$ cat src/rtl/snake_pkg.sv
// ---------------------------------------------------------------------------
// snake_pkg
// Shared constants for the snake game sequencer and the snake drawing block:
//   dir_t      - movement direction codes (IDLE/UP/DOWN/LEFT/RIGHT)
//   gstate_t   - game state codes (IDLE/PLAY/PAUSE/GAME_OVER)
//   COL_*      - collision codes reported by the drawing block
//   opposite() - returns the reverse of a direction (IDLE maps to IDLE)
// ---------------------------------------------------------------------------
package snake_pkg;

  typedef enum logic [2:0] {
    DIR_IDLE  = 3'b000,
    DIR_UP    = 3'b001,
    DIR_DOWN  = 3'b010,
    DIR_LEFT  = 3'b011,
    DIR_RIGHT = 3'b100
  } dir_t;

  typedef enum logic [1:0] {
    GS_IDLE      = 2'b00,
    GS_PLAY      = 2'b01,
    GS_PAUSE     = 2'b10,
    GS_GAME_OVER = 2'b11
  } gstate_t;

  // Code 11 is reserved and behaves like COL_NONE.
  localparam logic [1:0] COL_NONE  = 2'b00;
  localparam logic [1:0] COL_HIT   = 2'b01;
  localparam logic [1:0] COL_APPLE = 2'b10;

  function automatic dir_t opposite(input dir_t d);
    dir_t r;
    case (d)
      DIR_UP:    r = DIR_DOWN;
      DIR_DOWN:  r = DIR_UP;
      DIR_LEFT:  r = DIR_RIGHT;
      DIR_RIGHT: r = DIR_LEFT;
      default:   r = DIR_IDLE;
    endcase
    return r;
  endfunction

endpackage

$ cat src/rtl/snake_dir_arbiter.sv
// ---------------------------------------------------------------------------
// snake_dir_arbiter
// Turns debounced direction buttons into a pending direction for the next
// movement step.
//   clk, reset            - clock, synchronous active-high reset
//   btn_up/down/left/right- button levels (rising edges act, once per press)
//   accept_en             - presses are only taken while high (game in PLAY)
//   load_right            - game start: pending and committed forced to RIGHT
//   commit                - movement step: pending becomes the committed dir
//   pending_dir           - direction to be applied at the next step
// Simultaneous rises resolve UP>DOWN>LEFT>RIGHT first; the winner is then
// dropped if it would reverse the snake onto itself.
// ---------------------------------------------------------------------------
module snake_dir_arbiter
  import snake_pkg::*;
(
  input  logic clk,
  input  logic reset,
  input  logic btn_up,
  input  logic btn_down,
  input  logic btn_left,
  input  logic btn_right,
  input  logic accept_en,
  input  logic load_right,
  input  logic commit,
  output dir_t pending_dir
);

  logic [3:0] btn_now;
  logic [3:0] btn_q;
  logic [3:0] btn_d;
  logic [3:0] btn_rise;
  dir_t       pending_q, pending_d;
  dir_t       committed_q, committed_d;
  dir_t       pick;
  dir_t       committed_eff;

  assign btn_now  = {btn_up, btn_down, btn_left, btn_right};
  assign btn_d    = btn_now;
  assign btn_rise = btn_now & ~btn_q;

  always_comb begin
    pick = DIR_IDLE;
    if (btn_rise[3])      pick = DIR_UP;
    else if (btn_rise[2]) pick = DIR_DOWN;
    else if (btn_rise[1]) pick = DIR_LEFT;
    else if (btn_rise[0]) pick = DIR_RIGHT;
  end

  // A press landing on the commit cycle is judged against the direction
  // that is being committed right now, not the one it replaces.
  assign committed_eff = commit ? pending_q : committed_q;

  always_comb begin
    pending_d   = pending_q;
    committed_d = committed_q;
    if (load_right) begin
      pending_d   = DIR_RIGHT;
      committed_d = DIR_RIGHT;
    end else begin
      if (commit) committed_d = pending_q;
      if (accept_en && (pick != DIR_IDLE) && (pick != opposite(committed_eff)))
        pending_d = pick;
    end
  end

  always_ff @(posedge clk) begin
    if (reset) begin
      btn_q       <= 4'b0000;
      pending_q   <= DIR_RIGHT;
      committed_q <= DIR_IDLE;
    end else begin
      btn_q       <= btn_d;
      pending_q   <= pending_d;
      committed_q <= committed_d;
    end
  end

  assign pending_dir = pending_q;

endmodule

$ cat src/rtl/snake_game_ctrl.sv
// ---------------------------------------------------------------------------
// snake_game_ctrl
// Game sequencer for the snake datapath: IDLE/PLAY/GAME_OVER state machine,
// frame-paced movement tick, direction commit, scoring and speed-up.
//   clk, reset         - pixel clock, synchronous active-high reset
//   frame_start        - one-cycle pulse per frame
//   btn_up/down/left/right/start - debounced button levels
//   collision[1:0]     - 00 none, 01 hit, 10 apple, 11 treated as none
//   update             - one-cycle move strobe to the drawing block
//   direction[2:0]     - committed direction (000 outside PLAY/PAUSE)
//   game_state[1:0]    - 00 IDLE, 01 PLAY, 10 PAUSE, 11 GAME_OVER
//   score[7:0]         - apples this game, saturating at 255
// Optional build macro SNAKE_PAUSE_EN: btn_start toggles PLAY <-> PAUSE.
// Without it btn_start is ignored during PLAY and PAUSE is never entered.
// ---------------------------------------------------------------------------
module snake_game_ctrl
  import snake_pkg::*;
#(
  parameter int TICK_FRAMES        = 8,
  parameter int MIN_FRAMES         = 3,
  parameter int APPLES_PER_SPEEDUP = 4,
  parameter int GAMEOVER_FRAMES    = 120
) (
  input  logic       clk,
  input  logic       reset,
  input  logic       frame_start,
  input  logic       btn_up,
  input  logic       btn_down,
  input  logic       btn_left,
  input  logic       btn_right,
  input  logic       btn_start,
  input  logic [1:0] collision,
  output logic       update,
  output logic [2:0] direction,
  output logic [1:0] game_state,
  output logic [7:0] score
);

  // One frame counter serves both the movement tick and the GAME_OVER hold.
  localparam int CNT_MAX = (GAMEOVER_FRAMES > TICK_FRAMES) ? GAMEOVER_FRAMES : TICK_FRAMES;
  localparam int CNT_W   = $clog2(CNT_MAX + 1);
  localparam int APL_W   = $clog2(APPLES_PER_SPEEDUP + 1);

  gstate_t            state_q, state_d;
  dir_t               direction_q, direction_d;
  logic               update_q, update_d;
  logic [7:0]         score_q, score_d;
  logic [CNT_W-1:0]   frame_cnt_q, frame_cnt_d;
  logic [CNT_W-1:0]   period_q, period_d;
  logic [APL_W-1:0]   apple_cnt_q, apple_cnt_d;
  logic               start_q, start_d;
  logic               apple_q, apple_d;

  logic               start_rise;
  logic               apple_rise;
  logic               hit;
  logic               accept_en;
  logic               load_right;
  logic               commit;
  dir_t               pending_dir;

  assign start_d    = btn_start;
  assign apple_d    = (collision == COL_APPLE);
  assign start_rise = btn_start & ~start_q;
  assign apple_rise = apple_d & ~apple_q;
  assign hit        = (collision == COL_HIT);

  snake_dir_arbiter u_dir_arbiter (
    .clk         (clk),
    .reset       (reset),
    .btn_up      (btn_up),
    .btn_down    (btn_down),
    .btn_left    (btn_left),
    .btn_right   (btn_right),
    .accept_en   (accept_en),
    .load_right  (load_right),
    .commit      (commit),
    .pending_dir (pending_dir)
  );

  always_comb begin
    state_d     = state_q;
    direction_d = direction_q;
    update_d    = 1'b0;
    score_d     = score_q;
    frame_cnt_d = frame_cnt_q;
    period_d    = period_q;
    apple_cnt_d = apple_cnt_q;
    accept_en   = 1'b0;
    load_right  = 1'b0;
    commit      = 1'b0;

    case (state_q)
      GS_IDLE: begin
        direction_d = DIR_IDLE;
        if (start_rise) begin
          state_d     = GS_PLAY;
          score_d     = 8'd0;
          period_d    = CNT_W'(TICK_FRAMES);
          frame_cnt_d = '0;
          apple_cnt_d = '0;
          direction_d = DIR_RIGHT;
          load_right  = 1'b1;
        end
      end

      GS_PLAY: begin
        accept_en = 1'b1;

        // Apples still score on the cycle a hit ends the game.
        if (apple_rise) begin
          if (score_q != 8'hFF) score_d = score_q + 8'd1;
          if (apple_cnt_q == APL_W'(APPLES_PER_SPEEDUP - 1)) begin
            apple_cnt_d = '0;
            if (period_q > CNT_W'(MIN_FRAMES)) period_d = period_q - 1'b1;
          end else begin
            apple_cnt_d = apple_cnt_q + 1'b1;
          end
        end

        if (hit) begin
          // Game over beats any tick due this cycle.
          state_d     = GS_GAME_OVER;
          frame_cnt_d = '0;
          direction_d = DIR_IDLE;
`ifdef SNAKE_PAUSE_EN
        end else if (start_rise) begin
          state_d = GS_PAUSE;
`endif
        end else if (frame_start) begin
          // >= rather than == so a period shrinking below the running
          // count fires on the next frame instead of wrapping.
          if (frame_cnt_q >= (period_q - 1'b1)) begin
            frame_cnt_d = '0;
            update_d    = 1'b1;
            direction_d = pending_dir;
            commit      = 1'b1;
          end else begin
            frame_cnt_d = frame_cnt_q + 1'b1;
          end
        end
      end

`ifdef SNAKE_PAUSE_EN
      GS_PAUSE: begin
        // Counter, direction and score are frozen; only btn_start acts.
        if (start_rise) state_d = GS_PLAY;
      end
`endif

      GS_GAME_OVER: begin
        direction_d = DIR_IDLE;
        if (frame_start) begin
          if (frame_cnt_q == CNT_W'(GAMEOVER_FRAMES - 1)) begin
            state_d     = GS_IDLE;
            frame_cnt_d = '0;
          end else begin
            frame_cnt_d = frame_cnt_q + 1'b1;
          end
        end
      end

      default: begin
        state_d     = GS_IDLE;
        direction_d = DIR_IDLE;
      end
    endcase
  end

  always_ff @(posedge clk) begin
    if (reset) begin
      state_q     <= GS_IDLE;
      direction_q <= DIR_IDLE;
      update_q    <= 1'b0;
      score_q     <= 8'd0;
      frame_cnt_q <= '0;
      period_q    <= CNT_W'(TICK_FRAMES);
      apple_cnt_q <= '0;
      start_q     <= 1'b0;
      apple_q     <= 1'b0;
    end else begin
      state_q     <= state_d;
      direction_q <= direction_d;
      update_q    <= update_d;
      score_q     <= score_d;
      frame_cnt_q <= frame_cnt_d;
      period_q    <= period_d;
      apple_cnt_q <= apple_cnt_d;
      start_q     <= start_d;
      apple_q     <= apple_d;
    end
  end

  assign update     = update_q;
  assign direction  = direction_q;
  assign game_state = state_q;
  assign score      = score_q;

endmodule

$ cat config.mk
export PLATFORM = sky130hd
export DESIGN_NAME = snake_game_ctrl
export DESIGN_NICKNAME = d
export VERILOG_FILES = /design/src/rtl/snake_pkg.sv /design/src/rtl/snake_dir_arbiter.sv /design/src/rtl/snake_game_ctrl.sv
export SDC_FILE = /design/constraint.sdc
export NUM_CORES = 1
export LEC_CHECK = 0
export ABC_AREA = 1
export CAP_MARGIN = 5
export CELL_PAD_IN_SITES_DETAIL_PLACEMENT = 1
export CELL_PAD_IN_SITES_GLOBAL_PLACEMENT = 1
export CORE_MARGIN = 3
export CORE_UTILIZATION = 41
export DETAILED_ROUTE_END_ITERATION = 7
export PLACE_DENSITY_LB_ADDON = 0.1
export SLEW_MARGIN = 5
export SYNTH_ARGS = -nofsm -noshare
export SYNTH_HDL_FRONTEND = slang
export SYNTH_SLANG_ARGS = --single-unit
$ cat constraint.sdc
create_clock -name clk -period 7.85 [get_ports clk]
set_clock_uncertainty 0.15 [all_clocks]
set_input_delay 1.57 -clock clk [delete_from_list [all_inputs] [get_ports clk]]
set_output_delay 1.57 -clock clk [all_outputs]
set_load 0.01 [all_outputs]
==> results_dict.tcl <==
set metrics [dict create \
    post-cts-setup-buffer-count 0 \
    finalHoldViolCount 0 \
    core.rowCount 27 \
    instances_no_fill 451 \
    r2r-end "u_dir_arbiter.pending_dir[2]" \
    clock_sinks 43 \
    r2r_start "period_q[0]" \
    ctsRootBufferMaster "clkbuf_8" \
    ys_seq_elements 43 \
    start_util 0.4383 \
    grt_pass1_wl_um 10700 \
    drt-vias-per-instance 5.042 \
    ant_nets 0 \
    yosysWarningCount 0 \
    rsz0062_at_grt "false" \
    synth_top_area_share 0.3440 \
    hold_end "apple_cnt_q[2]" \
    cts_resized 0 \
    worstPathArrival_ns 3.53 \
    crit_fanout 20 \
    io_pins 24 \
    cts_tree "built" \
    status "finished, final reports clean" \
    synth_cell_type_count 39 \
    routed_wl_um 6031 \
    area_growth_pct 15.05 \
    vias 2274 \
    slew_headroom 0.5010 \
    grt_start_max_net_pins 21 \
    syn_inst 354 \
    yosys-top-cells-count "inv_1 (62), nand2_1 (57), nor2_1 (45), dfxtp_1 (43), nand3_1 (29)" \
    hold_path.class "reg2reg" \
    syn_nets 379 \
    crit_path_end_kind "flop" \
    drc 0 \
    antenna_found_initial 0 \
    firstDrtPassIters 4 \
    cts_buffers 5 \
    crit_type "in2reg" \
    port_buffers 23 \
    finalCritPeriodShare 0.4455 \
    synthArstFlopShare 0 \
    grt_pass1_vias 2313 \
    setup_viol 0 \
    dp_hpwl_um 4759 \
    min_from "apple_cnt_q[2]" \
    htreeDepth 2 \
    synth.area.top_cells "dfxtp_1 (34%), inv_1 (9.3%), nand2_1 (8.5%), ha_1 (7.5%), nor2_1 (6.8%)" \
    dieArea_um2 7077 \
    place_inst 444 \
    antenna_cells 0 \
    cap_violations 0 \
    drive_gt1_frac 0.08443 \
    drv_slew 0 \
    gr-total-overflow 0 \
    nets 404 \
    clkTransAtPathRegs_ns 0.08 \
    dieHeight_um 84.13 \
    track_usage 0.1834 \
    holdPathStages 2 \
    synth_edf_count 0 \
    worst_ep_required_time_ns 7.89 \
    tightest_slew_ns 0.7461 \
    rr_worst_depth 21 \
    drtIter0Drc 64 \
    place.gp.congestion 0.8334 \
    rrSetupSlack_ns 4.54 \
    yosysTopAreaCell "dfxtp_1" \
    hold_ws_ns 0.3048 \
    leakagePower_nw 1.302 \
    fp.dieW_um 84.13 \
    max_freq_mhz 285.9 \
    syn_area_um2 2502 \
    tns_ns 0 \
    peakVddDrop_mv 0.1309 \
    crit_path_start_kind "input port" \
    clockBufferDepth 2 \
    ys.flop_type "dfxtp_1" \
    placeableCoreArea_um2 5709 \
    ctsHoldBuffers 0 \
    avgSynthCellArea_um2 7.069 \
    clk-insertion-delay-late_ns 0.29 \
    wl_per_cell_um 13.37 \
    power_density_nw_per_um2 296.6 \
    period_needed_ns 3.498 \
    yosysSeqAreaShare 0.3440 \
    post-synth-top-count-cell "inv_1" \
]
## critical path, stage by stage
cell and delay [ns]:
clkdlybuf4s50_1 0.95, inv_1 0.36, o21ai_0 0.29, inv_1 0.17, o21ai_0 0.13, a21oi_1 0.05
## how the worst max path moves through the flow
stage / start / to / depth (start not counted)
finish: reset / score[3] / 6
global route: period_q[0] / u_dir_arbiter.pending_dir[0] / 22
CTS: reset / score[3] / 6
detailed placement: reset / score[3] / 6
global placement: reset / score[6] / 6
floorplan: collision[0] / u_dir_arbiter.pending_dir[0] / 14
## kinds of logic (layout without fill, tap and decap cells)
group / Yosys count / after routing / share of synthesized area
AO/OA/AOI/OAI: 56 / 56 / 0.1280
XOR/XNOR: 7 / 7 / 0.02450
adder cells (fa/ha/maj): 15 / 15 / 0.07500
buffers and inverters: 69 / 94 / 0.1090
flip-flops: 43 / 43 / 0.3440
AND/OR/NAND/NOR: 164 / 164 / 0.3195
## final cells by class
cell class | instances | area, µm²
clock buffer | 6 | 82.58
clock inverter | 1 | 5.005
fill | 746 | 2830
inverter | 64 | 241.5
multi-input combinational | 242 | 1369
sequential | 43 | 860.8
tap | 72 | 90.09
timing repair buffer | 23 | 230.2
## state kept, by name, indices dropped and copies added (netlist names)
name / cells
apple_cnt_q: 3
apple_q: 1
direction: 3
frame_cnt_q: 7
game_state: 2
period_q: 7
score: 8
start_q: 1
u_dir_arbiter.btn_q: 4
u_dir_arbiter.committed_q: 3
u_dir_arbiter.pending_dir: 3
update: 1
## power by group
group | internal (mW) | switching, mW
combinational | 0.147 | 0.278
clock | 0.0691 | 0.0743
sequential | 0.255 | 0.0306
## through the flow
step | worst slack [ns] | instance area, µm² | utilization | power [mW]
final | 4.352 | 2879 | 0.5043 | 0.8539
after global routing | 4.132 | 2879 | 0.5043 | 0.9435
after CTS | 4.319 | 2879 | 0.5043 | 0.8661
after global placement | 4.144 | 2791 | 0.4889 | 0.7014
after detailed placement | 4.017 | 2791 | 0.4889 | 0.7170
after floorplan | 4.856 | 2502 | - | 0.6079
## layer usage
metal,up-vias,wire length (µm),GRT usage
met5,-,0,0
met4,0,61,0.03947
met3,7,146,0.03455
met2,24,3004,0.3278
met1,1060,2818,0.2278
li1,1183,-,-
## cell usage in the layout, fill, tap and decap left out, types with 3 or more instances in the layout
| master | count |
|---|---|
| nand2_2 | 8 |
| a211oi_1 | 5 |
| nand3_1 | 29 |
| nand2_4 | 3 |
| inv_1 | 62 |
| dfxtp_1 | 43 |
| nand2_1 | 57 |
| o21ai_0 | 15 |
| clkbuf_8 | 6 |
| clkdlybuf4s50_1 | 23 |
| nor2_1 | 45 |
| xor2_1 | 6 |
| nand4_1 | 4 |
| a21oi_1 | 25 |
| nor3_1 | 5 |
| ha_1 | 15 |
| o31ai_1 | 3 |
Power figures use the tool's default switching activity.
